**src/rtl/ocp_defs.sv**
```systemverilog
// Shared OCP encodings and arbiter FSM states, also used by the OCP slave controller.
package ocp_defs;

  localparam logic [2:0] MCmdIdle = 3'b000;
  localparam logic [2:0] MCmdWr   = 3'b001;
  localparam logic [2:0] MCmdRd   = 3'b010;

  localparam logic [1:0] SRespNull = 2'b00;
  localparam logic [1:0] SRespDva  = 2'b01;
  localparam logic [1:0] SRespFail = 2'b10;
  localparam logic [1:0] SRespErr  = 2'b11;

  typedef enum logic [1:0] {
    StIdle = 2'b00,
    StCmd  = 2'b01,
    StResp = 2'b10
  } state_e;

  // Undefined MCmd encodings count as IDLE.
  function automatic logic is_req(input logic [2:0] cmd);
    return (cmd == MCmdWr) || (cmd == MCmdRd);
  endfunction

endpackage

```
**src/rtl/rr_arbiter.sv**
```systemverilog
// Combinational rotating-priority arbiter: scans lg+1, lg+2, ... modulo N.
module rr_arbiter #(
  parameter int unsigned N    = 2,
  parameter int unsigned IdxW = 1
) (
  input  logic [N-1:0]    req_i,
  input  logic [IdxW-1:0] lg_i,
  output logic [N-1:0]    gnt_o,
  output logic [IdxW-1:0] idx_o,
  output logic            any_o
);

  logic [IdxW-1:0] cand;
  logic            found;

  assign any_o = |req_i;

  always_comb begin
    gnt_o = '0;
    idx_o = '0;
    found = 1'b0;
    cand  = '0;
    for (int unsigned k = 1; k <= N; k++) begin
      cand = IdxW'((32'(lg_i) + k) % N);
      if (!found && req_i[cand]) begin
        found       = 1'b1;
        gnt_o[cand] = 1'b1;
        idx_o       = cand;
      end
    end
  end

endmodule

```
**src/rtl/ocp_master_arbiter.sv**
```systemverilog
// Shares one OCP slave port among NUM_MASTERS masters, round-robin, one transaction in flight.
module ocp_master_arbiter
  import ocp_defs::*;
#(
  parameter int unsigned NUM_MASTERS  = 2,
  parameter int unsigned ADDR_W       = 32,
  parameter int unsigned DATA_W       = 32,
  parameter int unsigned RESP_TIMEOUT = 16
) (
  input  logic                          clock,
  input  logic                          reset,
  input  logic [3*NUM_MASTERS-1:0]      m_MCmd,
  input  logic [ADDR_W*NUM_MASTERS-1:0] m_MAddr,
  input  logic [DATA_W*NUM_MASTERS-1:0] m_MData,
  output logic [NUM_MASTERS-1:0]        m_SCmdAccept,
  output logic [2*NUM_MASTERS-1:0]      m_SResp,
  output logic [DATA_W-1:0]             m_SData,
  output logic [2:0]                    s_MCmd,
  output logic [ADDR_W-1:0]             s_MAddr,
  output logic [DATA_W-1:0]             s_MData,
  input  logic                          s_SCmdAccept,
  input  logic [1:0]                    s_SResp,
  input  logic [DATA_W-1:0]             s_SData,
  output logic [NUM_MASTERS-1:0]        grant
);

  localparam int unsigned IdxW  = (NUM_MASTERS > 1) ? $clog2(NUM_MASTERS) : 1;
  localparam int unsigned TcntW = $clog2(RESP_TIMEOUT + 1);
  localparam logic [TcntW-1:0] TcntLast = TcntW'(RESP_TIMEOUT - 1);

  state_e                 state_q, state_d;
  logic [IdxW-1:0]        g_q, g_d;
  logic [IdxW-1:0]        lg_q, lg_d;
  logic [TcntW-1:0]       tcnt_q, tcnt_d;
  logic [NUM_MASTERS-1:0] grant_q, grant_d;

  logic [2:0]             cmd_a  [NUM_MASTERS];
  logic [ADDR_W-1:0]      addr_a [NUM_MASTERS];
  logic [DATA_W-1:0]      data_a [NUM_MASTERS];
  logic [NUM_MASTERS-1:0] req;

  logic [NUM_MASTERS-1:0] arb_gnt;
  logic [IdxW-1:0]        arb_idx;
  logic                   arb_any;

  logic [2:0]             g_cmd;
  logic                   g_valid;
  logic                   timeout_hit;
  logic [1:0]             resp_g;

  for (genvar i = 0; i < NUM_MASTERS; i++) begin : g_unpack
    assign cmd_a[i]  = m_MCmd[3*i +: 3];
    assign addr_a[i] = m_MAddr[ADDR_W*i +: ADDR_W];
    assign data_a[i] = m_MData[DATA_W*i +: DATA_W];
    assign req[i]    = is_req(cmd_a[i]);
  end

  rr_arbiter #(
    .N    (NUM_MASTERS),
    .IdxW (IdxW)
  ) u_rr_arbiter (
    .req_i (req),
    .lg_i  (lg_q),
    .gnt_o (arb_gnt),
    .idx_o (arb_idx),
    .any_o (arb_any)
  );

  assign g_cmd       = cmd_a[g_q];
  assign g_valid     = is_req(g_cmd);
  assign timeout_hit = (tcnt_q == TcntLast) && (s_SResp == SRespNull);
  assign resp_g      = timeout_hit ? SRespErr : s_SResp;
  assign grant       = grant_q;

  always_comb begin
    state_d = state_q;
    g_d     = g_q;
    lg_d    = lg_q;
    tcnt_d  = tcnt_q;
    grant_d = grant_q;
    unique case (state_q)
      StIdle: begin
        if (arb_any) begin
          state_d = StCmd;
          g_d     = arb_idx;
          grant_d = arb_gnt;
        end
      end
      StCmd: begin
        // A master dropping its command abandons the slot, even if accept coincides.
        if (!g_valid) begin
          state_d = StIdle;
          lg_d    = g_q;
          grant_d = '0;
        end else if (s_SCmdAccept) begin
          if (g_cmd == MCmdWr) begin
            state_d = StIdle;
            lg_d    = g_q;
            grant_d = '0;
          end else begin
            state_d = StResp;
            tcnt_d  = '0;
          end
        end
      end
      StResp: begin
        if ((s_SResp != SRespNull) || (tcnt_q == TcntLast)) begin
          state_d = StIdle;
          lg_d    = g_q;
          grant_d = '0;
        end else begin
          tcnt_d = tcnt_q + 1'b1;
        end
      end
      default: begin
        state_d = StIdle;
        grant_d = '0;
      end
    endcase
  end

  always_ff @(posedge clock) begin
    if (!reset) begin
      state_q <= StIdle;
      g_q     <= '0;
      lg_q    <= IdxW'(NUM_MASTERS - 1);
      tcnt_q  <= '0;
      grant_q <= '0;
    end else begin
      state_q <= state_d;
      g_q     <= g_d;
      lg_q    <= lg_d;
      tcnt_q  <= tcnt_d;
      grant_q <= grant_d;
    end
  end

  always_comb begin
    s_MCmd       = MCmdIdle;
    s_MAddr      = '0;
    s_MData      = '0;
    m_SData      = '0;
    m_SCmdAccept = '0;
    m_SResp      = '0;
    if (state_q == StCmd) begin
      if (g_valid) begin
        s_MCmd = g_cmd;
      end
      s_MAddr = addr_a[g_q];
      s_MData = data_a[g_q];
    end
    if (state_q == StResp) begin
      m_SData = s_SData;
    end
    for (int i = 0; i < NUM_MASTERS; i++) begin
      if (g_q == IdxW'(i)) begin
        if (state_q == StCmd) begin
          m_SCmdAccept[i] = s_SCmdAccept & g_valid;
        end
        if (state_q == StResp) begin
          m_SResp[2*i +: 2] = resp_g;
        end
      end
    end
  end

endmodule

```
**config.mk**
```make
export PLATFORM = sky130hd
export DESIGN_NAME = ocp_master_arbiter
export DESIGN_NICKNAME = d
export VERILOG_FILES = /design/src/rtl/ocp_defs.sv /design/src/rtl/rr_arbiter.sv /design/src/rtl/ocp_master_arbiter.sv
export SDC_FILE = /design/constraint.sdc
export NUM_CORES = 1
export LEC_CHECK = 0
export ABC_AREA = 1
export BUFFER_PORTS_ARGS = -buffer_cell sky130_fd_sc_hd__clkbuf_2
export CORE_AREA = 2 2 109 111
export DETAILED_ROUTE_END_ITERATION = 6
export DIE_AREA = 0 0 111 113
export PLACE_DENSITY_LB_ADDON = 0.3
export SLEW_MARGIN = 20
export SYNTH_ARGS = -nofsm -noshare
export SYNTH_HDL_FRONTEND = slang
export SYNTH_SLANG_ARGS = --single-unit
```
**constraint.sdc**
```tcl
create_clock -name clock -period 2.6 [get_ports clock]
set_input_delay 0.13 -clock clock [delete_from_list [all_inputs] [get_ports clock]]
set_output_delay 0.13 -clock clock [all_outputs]
set_load 0.01 [all_outputs]
```
* After elaboration in Yosys (flattened, before gate mapping)
Cells that the tools add are included.
Storage, ports and cells: bits in registers 11, output and inout port bits 107, input port bits 171
Operators by class: magnitude comparators 5, bitwise operators 3, multiplexer cells 55, equal/unequal tests 17, add/subtract/negate cells 3, reduce and logical (&&, ||, !) cells 19
Operators with widths (count):
- 32-bit 2-to-1 mux | 9
- 2-bit 2-to-1 mux | 15
- 5-bit 2-to-1 mux | 4
- 1-bit 2-to-1 mux | 16
- 3-bit 2-to-1 mux | 5
- 2-bit != test (second input constant) | 6
- 2-bit case mux with 3 select lines | 2
- 5-bit case mux with 2 select lines | 1
- 3-bit by 1-bit equality test with 1-bit output (second input constant) | 3
- 3-bit by 2-bit equality test with 1-bit output (second input constant) | 3
- 4-bit AND reduction | 2
- 3-bit != test (second input constant) | 2
- 5-bit by 1-bit adder with 5-bit output (second input constant) | 1
- 5-bit by 4-bit equality test with 1-bit output (second input constant) | 1
- 5-bit AND reduction | 1
- 1-bit logical AND | 4
- 2-bit logical NOT | 2
- 1-bit logical OR | 4
- 1-bit by 2-bit less-than comparator with 1-bit output (second input constant) | 2
- 2-bit nonzero test | 2
- 3-bit AND reduction | 1
- 1-bit adder (second input constant) | 2
- 1-bit demux with 1-bit select | 2
- 2-bit by 1-bit equality test with 1-bit output (second input constant) | 1
- 10 further kinds | 11

* Longest topological paths before layout
depth in word-level cells 10, gate-level depth with buffers 12, mapped depth without buffers 12

* Hierarchy
A second synthesis with hierarchy kept.
Second synthesis, totals: cell total of the unflattened synthesis 431, area total of the unflattened synthesis 2108.3 um^2
Modules (own cells, without submodules):
- ocp_master_arbiter | instances 1, area an instance 2077.0 um^2, cells an instance 424
- rr_arbiter | instances 1, area an instance 31.3 um^2, cells an instance 7

* Worst setup path before layout
No wires, ideal clock.
path type register to register, start point register tcnt_q[0], end point register tcnt_q[0], cell stages (with the launch flop) 11, arrival 1.561 ns, setup time 0.066 ns, setup slack 0.973 ns, cell sequence dfxtp_1 ha_1 nand2_1 nor2_1 ha_1 inv_1 nand3_1 a21oi_2 nand2_4 or2_0 a21oi_2
On the way: word-level cells in the longest chain between the ends 4
RTL lines:
- start, declared | line ocp_master_arbiter.sv:34 | logic [TcntW-1:0] tcnt_q, tcnt_d;
- start signal, assigned | line ocp_master_arbiter.sv:133 | tcnt_q <= tcnt_d;
- branches (longest 4 deep; another with 5-bit by 1-bit adder with 5-bit output)
Parallel ways; which one is timed is not known. The select of a mux whose other input is x is not followed. A chain may end at the register's enable or synchronous reset.

* Final worst setup path
start point register g_q, end point output s_MData[13]
On the way: word-level cells in the longest chain between the ends 5
RTL lines:
- start, declared | line ocp_master_arbiter.sv:32 | logic [IdxW-1:0] g_q, g_d;
- start signal, assigned | line ocp_master_arbiter.sv:131 | g_q <= g_d;
- 1-bit NOT with 2-bit output (implied by the code) | line ocp_master_arbiter.sv:150 | s_MData = data_a[g_q];
- 32-bit 2-to-1 mux (implied by the code) (3 in series) | line ocp_master_arbiter.sv:150
- 32-bit 2-to-1 mux | line ocp_master_arbiter.sv:145 | if (state_q == StCmd) begin
- end, declared | line ocp_master_arbiter.sv:20 | output logic [DATA_W-1:0] s_MData,
Every way passes these cells. The select of a mux whose other input is x is not followed.

==> out/metrics.csv <==
metric,value,unit
status,"finished, final reports clean",
clk_skew,0.00151,ns
post-CTS setup buffer count,0,
CTS sink count,11,
RePlAce Congestion,0.791,
cts hold-fix bufs,0,
Worst-path clk slew,0.04,ns
IO Count,278,
"most common cell after layout, fill and taps aside",clkbuf_2,
die area,12500,um2
GR Util met2,24.7,%
"Min Clock Period, post-route",1.92,ns
Reg area,221,um2
area share of the largest cell type after synthesis,27.9,%
# DRC,0,
Slew headroom,65.4,%
max-cap viol count,0,
syn_nets,595,
Worst Tran Pin Value,0.520,ns
"commonest non-fill, non-tap cells in the layout","276 x clkbuf_2, 149 x nor2_1, 69 x o21ai_0",
CTS Buf Count,3,
RSZ-0062 raised after global routing,no,
remaining antenna violation count after routing,0,
count of input and output buffers,276,
Power Density,394,nW/um2
critical-path maximum fanout,61,
Pleak,2.43,nW
cell taking the most area after synthesis,nor2_1,
Pins Over Slew Limit,0,
# fillers,1317,
Starting Density,17.8,%
Ys Warns,0,
Min Hold Slack,0.180,ns
startpoint types,flop,
core region area,11300,um2
share of cells above drive strength 1,44.2,%
Clock Latency Late Sink,0.24,ns
ranking of synthesized cells by area,"nor2_1 28%, o21ai_0 17%, nand2_1 12%, dfxtp_1 11%, inv_1 10%",
final setup fails,0,
largest net degree at the start of global routing,68,
WS Path Type,flop to primary output,
FP Rows,39,
final hold viol count,0,
total track usage,14.0,%
syn_area_per_cell,4.79,um2
first-pass GRT wire length,14800,um
fmax,520,MHz
Post-DP HPWL,8150,um
area delta synth->final,78.6,%
CTS root buffer,clkbuf_16,
die width,111,um
sequential element share of the synthesized area,11.0,%
Pre-antenna DRT Iters,4,
Fin Setup TNS,0,ns
Via density,4.02,
dpl ws,0.842,ns
final core occ,31.8,%
ANT cells,0,
Worst Setup End Kind,primary output,
number of synthesized register bits,11,
Synth Cell Area,2010,um2
Final WS setup,0.677,ns
H-tree depth,1,
Resized cells post-CTS,0,
fin crit share,74.0,%
Total Nets Final,854,
grt ovf,0,
DR vias,3296,
library cells used by synthesis,26,
initial drt markers,212,
initial antenna violation count,0,
Hold Crit Class,input pin to flop,
WL/cell,12.0,um
VDD IR max,253,uV
routing usage on met3,3.59,%
CTS tree,done,
Mapped Cells,419,
maximum clock insertion buffer count,2,
WL final,9820,um
global route hottest layer,met2,
vias in the first global route,2989,
critical path arrival,1.79,ns
area of the multi-input gates,1460,um2
die extent in y,113,um
Critical Path RT,2.47,ns
total power,0.00141,W
met1 GRT Util,18.3,%
state kept, by name (all words and copies together) (netlist names):
register,cells
tcnt_q,5
g_q,1
lg_q,1
state_q,2
grant,2
power by group:
group | leakage (nW) | switching, W | internal (W)
combinational | 2.30 | 0.000553 | 0.000348
clock | 0.0382 | 0.0000784 | 0.000206
sequential | 0.0906 | 0.0000273 | 0.000198
through the flow:
stage / area (um2) / instances
finish: 3580 / 820
global route: 3580 / 820
CTS: 3580 / 820
detailed placement: 3500 / 816
global placement: 3500 / 816
floorplan: 2010 / 419
synthesized netlist by cell type (all sizes together):
cell and n:
nor2 149, o21ai 70, nand2 69, inv 56, clkbuf 21, nand3 14, dfxtp 11, a21oi 7
buf 6, ha 5, nand4 3, nor3 3, xor2 2, a211oi 1, conb 1, or2 1
critical path: stages (launching register included):
cell      delay (ns)
dfxtp_2         0.52
buf_4           0.52
o21ai_0         0.17
nor2_1          0.17
clkbuf_2        0.16
worst paths after layout:
check,startpoint,to,slack [ns],cells after the start
min,reset,lg_q,0.18,2
max,g_q,s_MData[13],0.68,4
max reg2reg,tcnt_q[0],tcnt_q[0],0.83,10
min reg2reg,tcnt_q[4],tcnt_q[4],0.47,2
layout make-up:
cell class	count	share of cell area (%)
multi-input combinational	325	40.8
timing repair buffer	281	40.0
sequential	11	6.18
inverter	56	5.87
tap	143	4.99
clock buffer	4	2.20
per-layer routing:
metal / part of all wire, % / vias up
met5: 0 / -
met4: 0.061 / 0
met3: 8.5 / 2
met2: 47 / 137
met1: 45 / 1356
li1: - / 1801
logic make-up (layout without fill, tap and decap cells):
kind of cell | count (synthesis) | in the layout | share of synthesized area [%]
buffers and inverters | 83 | 341 | 16.3
AOI/OAI and AO/OA | 78 | 78 | 20.1
xor gates and xnor gates | 2 | 2 | 0.874
other | 1 | 1 | 0.187
and+or+nand+nor | 239 | 239 | 48.4
DFF | 11 | 11 | 11.0
adders and majority gates | 5 | 5 | 3.12
Note: power is estimated with default switching activity, not from simulation.
